### config.mk
export PLATFORM = sky130hd
export DESIGN_NAME = imem_loader
export DESIGN_NICKNAME = d
export VERILOG_FILES = /design/src/rtl/imem_loader.sv
export SDC_FILE = /design/constraint.sdc
export NUM_CORES = 1
export LEC_CHECK = 0
export ABC_AREA = 0
export BUFFER_PORTS_ARGS = -buffer_cell sky130_fd_sc_hd__buf_2
export CAP_MARGIN = 25
export CORE_UTILIZATION = 46
export DETAILED_ROUTE_END_ITERATION = 10
export PLACE_DENSITY_LB_ADDON = 0.2
export SLEW_MARGIN = 0
export SYNTH_ARGS = -nofsm -noshare
export SYNTH_HDL_FRONTEND = slang
export SYNTH_SLANG_ARGS = --single-unit
### constraint.sdc
create_clock -name clk -period 3.4 [get_ports clk]
set_input_delay 0.34 -clock clk [delete_from_list [all_inputs] [get_ports clk]]
set_output_delay 0.34 -clock clk [all_outputs]
set_load 0.01 [all_outputs]
### src/rtl/imem_loader.sv
// Program loader: parses a word-count header from a byte stream, assembles
// little-endian 32-bit words and writes them to instruction memory from address 0.
module imem_loader #(
   parameter int DEPTH_WORDS = 256
) (
   input  logic        clk,
   input  logic        rst_n,
   input  logic        start,
   input  logic        byte_valid,
   input  logic [7:0]  byte_data,
   output logic        byte_ready,
   output logic        imem_we,
   output logic [31:0] imem_addr,
   output logic [31:0] imem_wdata,
   output logic        cpu_hold,
   output logic        busy,
   output logic        done,
   output logic        error
);

   localparam int          IW    = $clog2(DEPTH_WORDS) + 1;
   localparam logic [16:0] MAX_N = 17'(DEPTH_WORDS);

   localparam logic [2:0] S_IDLE   = 3'd0;
   localparam logic [2:0] S_LEN_LO = 3'd1;
   localparam logic [2:0] S_LEN_HI = 3'd2;
   localparam logic [2:0] S_DATA   = 3'd3;
   localparam logic [2:0] S_WRITE  = 3'd4;
   localparam logic [2:0] S_DONE   = 3'd5;
   localparam logic [2:0] S_ERR    = 3'd6;

   logic [2:0]    state_q, state_d;
   logic [15:0]   len_q, len_d;
   logic [IW-1:0] idx_q, idx_d;
   logic [1:0]    cnt_q, cnt_d;
   logic [31:0]   word_q, word_d;

   logic [15:0]   n_hdr;
   logic          xfer;

   // Handshake and status outputs are pure decodes of the state register.
   assign byte_ready = (state_q == S_LEN_LO) || (state_q == S_LEN_HI) || (state_q == S_DATA);
   assign imem_we    = (state_q == S_WRITE);
   assign busy       = byte_ready || imem_we;
   assign done       = (state_q == S_DONE);
   assign error      = (state_q == S_ERR);
   assign cpu_hold   = (state_q != S_DONE);
   assign imem_addr  = 32'({idx_q, 2'b00});
   assign imem_wdata = word_q;

   assign xfer  = byte_valid && byte_ready;
   assign n_hdr = {byte_data, len_q[7:0]};

   always_comb begin
      // NOTE: every always_comb output gets a default first so no path infers a latch.
      state_d = state_q;
      len_d   = len_q;
      idx_d   = idx_q;
      cnt_d   = cnt_q;
      word_d  = word_q;
      case (state_q)
         S_IDLE, S_DONE, S_ERR: begin
            if (start) state_d = S_LEN_LO;
         end
         S_LEN_LO: begin
            if (xfer) begin
               len_d[7:0] = byte_data;
               state_d    = S_LEN_HI;
            end
         end
         S_LEN_HI: begin
            if (xfer) begin
               len_d[15:8] = byte_data;
               idx_d       = '0;
               cnt_d       = '0;
               if (n_hdr == 16'd0 || {1'b0, n_hdr} > MAX_N) state_d = S_ERR;
               else                                          state_d = S_DATA;
            end
         end
         S_DATA: begin
            if (xfer) begin
               word_d[{cnt_q, 3'b000} +: 8] = byte_data;
               cnt_d = cnt_q + 2'd1;
               if (cnt_q == 2'd3) state_d = S_WRITE;
            end
         end
         S_WRITE: begin
            if (16'(idx_q) == len_q - 16'd1) begin
               state_d = S_DONE;
            end else begin
               idx_d   = idx_q + IW'(1);
               state_d = S_DATA;
            end
         end
         default: state_d = S_IDLE;
      endcase
   end

   always_ff @(posedge clk or negedge rst_n) begin
      if (!rst_n) begin
         state_q <= S_IDLE;
         len_q   <= '0;
         idx_q   <= '0;
         cnt_q   <= '0;
         word_q  <= '0;
      end else begin
         // NOTE: non-blocking assignments so every register samples pre-edge values.
         state_q <= state_d;
         len_q   <= len_d;
         idx_q   <= idx_d;
         cnt_q   <= cnt_d;
         word_q  <= word_d;
      end
   end

endmodule

==> impl_metrics.toml <==
[outcome]
status = "complete, no violations"

[floorplanning]
dieArea_um2 = 7870
coreArea_um2 = 7250
initial_utilization_pct = 47.7
rows = 31
die_w_um = 88.7
pin_count = 82
die-height_um = 88.7

[final_layout]
drive_above_1_share_pct = 19.4
layout.cells.most_common = "nand2_1"
fillers = 699
layout_common_cells = "108 x nand2_1, 62 x dfrtp_1, 58 x buf_2, 43 x o21ai_0, 23 x conb_1"
syn_to_final_growth_pct = 14.6
nets = 477
diodes = 0

[pwr]
p_per_area_nw_per_um2 = 755
peakVddDrop_uv = 288
p_leak_nw = 1.86

[sta]
maxSlewHeadroom_pct = 33.9
period_minus_slack_ns = 3.17
fin_setup_tns_ns = 0
period_share_pct = 93.1
slew_violations = 0
hold_viol = 0
fin_skew_ns = 0.00641
worst_pin_slew_ns = 0.984
max_freq_mhz = 316
setup_viol = 0
fin_ws_ns = 0.235
rsz0062_at_grt = "no"

[setup_path]
r2r_cells = 7
cp-start-kind = "flop"
cp-end-kind = "flop"
critPathTopFamily = "simple AND/OR/NAND/NOR gates"
timing.rr.start = "len_q[3]"
slowest_delay_ns = 0.71
crit_path_cell_trace = "or4_1 -> or3_1 -> or3b_4 -> a221oi_4 -> and3_1 -> nor2_1 -> mux2_2"
critical_path_required_ns = 3.63
cp_data_arrival_time_ns = 3.39
path_buf_inv = 0
crit_fanout = 9
critPathKind = "reg -> reg"
worst_r2r_endpoint = "idx_q[0]"
regToRegSetupSlack_ns = 0.23
worst_path_max_delay_cell = "or4_1"

[synthesis]
synthCells = 399
ys.flop_type = "dfrtp_1"
synth_top_area_share_pct = 44.8
synth_cell_type_count = 51
yosys-top-cells-area = "dfrtp_1 45%, nand2_1 12%, o21ai_0 6.2%"
syn_area_um2 = 3460
synth_top_cell_by_area = "dfrtp_1"
synth-edff-count = 0
async_reset_ff_share_pct = 100
ys_seq_elements = 62
yosysSeqAreaShare_pct = 44.8
ys_warn_count = 0
synth_area_per_cell_um2 = 8.67

[global_route]
grt_first_pass_wirelength_mm = 13.3
grt_usage_pct = 23.1
grt_pass1_vias = 2616
antenna_found_initial = 0
grt_max_degree = 37
overflow = 0

[clock_network]
holdBufCountCts = 0
cts_tree = "yes"
cts.repair.resized = 0
numCtsBuffers = 9
cts.sinks = 62
cts_root_buf = "clkbuf_8"
cts_buffer_depth = 2
cts_setup_buffers = 0
h-tree-depth = 3
clkLatencyLatePin_ns = 0.34
clk_pin_slew_ns = 0.06

[placement]
portBuffers = 58
dp_hpwl_mm = 5.87
place_congestion = 0.883
place_ws_ns = 0.253

[detailed_routing]
dr.pass1.iters = 6
drtIter0Drc = 103
avgRoutedWirePerCell_um = 15.0
num_vias = 2921
vias_per_cell = 5.20
drc_errors = 0
ant_nets = 0
drt-total-wl_mm = 8.41

[min_path]
hp-class = "in -> async"

[flow_run]
drv_cap = 0
cells by family (layout without fill, tap and decap cells):
group                      after synthesis  in the layout  share of synthesized area [%]
xor gates and xnor gates                13             13                           3.29
DFF                                     62             62                           44.8
AOI/OAI and AO/OA                       79             79                           14.7
and+or+nand+nor                        181            181                           24.2
muxes                                    8              8                           2.53
buffers and inverters                   48             90                           7.85
other                                    1             23                          0.108
adders and majority gates                7              7                           2.53
layout make-up:
class	count	area (um^2)	area share [%]
well taps	99	124	3.12
multi-input cells	311	1720	43.4
inverters	11	41.3	1.04
repair buffers	63	328	8.27
clock buffers	13	159	4.01
flip-flops and latches	62	1550	39.1
clock inverters	3	42.5	1.07
sequential cells by signal, indices dropped and copies added (netlist names):
name and count:
imem_wdata 32, len_q 16, idx_q 9, state_q 3, cnt_q 2
per-layer routing:
layer  up-vias  track usage [%]  share of wire (%)
met2        84             35.4                 47
li1       1451                -                  -
met1      1369             31.4                 46
met3        17             5.41                5.1
met5         -                0                  0
met4         0             9.68                2.4
through the flow:
step / power, mW / area [um^2] / cells / hold slack [ns] / utilization [%]
6_report: 2.99 / 3970 / 562 / 0.0165 / 54.7
5_1_grt: 3.22 / 3970 / 562 / 0.0471 / 54.7
4_1_cts: 3.01 / 3970 / 562 / 0.0200 / 54.7
3_5_place_dp: 2.34 / 3760 / 546 / 0.392 / 51.9
3_3_place_gp: 2.30 / 3760 / 546 / 0.399 / 51.9
2_1_floorplan: 2.00 / 3540 / 421 / 0.0444 / -
Yosys cell counts (all sizes together), types with 4 or more instances:
cell type / count
clkbuf: 12
nor4: 5
dfrtp: 62
nor3b: 6
buf: 25
a21oi: 11
ha: 7
nor3: 12
mux2: 6
nand3: 9
o21ai: 43
xor2: 4
xnor2: 9
and3: 5
nand2b: 4
inv: 10
nand2: 108
nor2: 10
or4: 4
nand4: 5
worst max path at each step:
stage,start,end,slack (ns),cells past startpoint
after floorplan,len_q[3],state_q[1],0.57,8
after global placement,len_q[3],idx_q[0],0.35,7
after detailed placement,len_q[3],idx_q[0],0.25,7
after CTS,len_q[3],idx_q[0],0.25,7
after global routing,len_q[3],idx_q[0],0.10,7
final,len_q[3],idx_q[0],0.23,7
report_power, final:
| part | internal (mW) | switching, mW |
|---|---|---|
| registers | 0.930 | 0.246 |
| clock network | 0.378 | 0.288 |
| logic | 0.488 | 0.663 |
| total | 1.80 | 1.20 |
No activity file was read; power rests on OpenSTA's default activity.
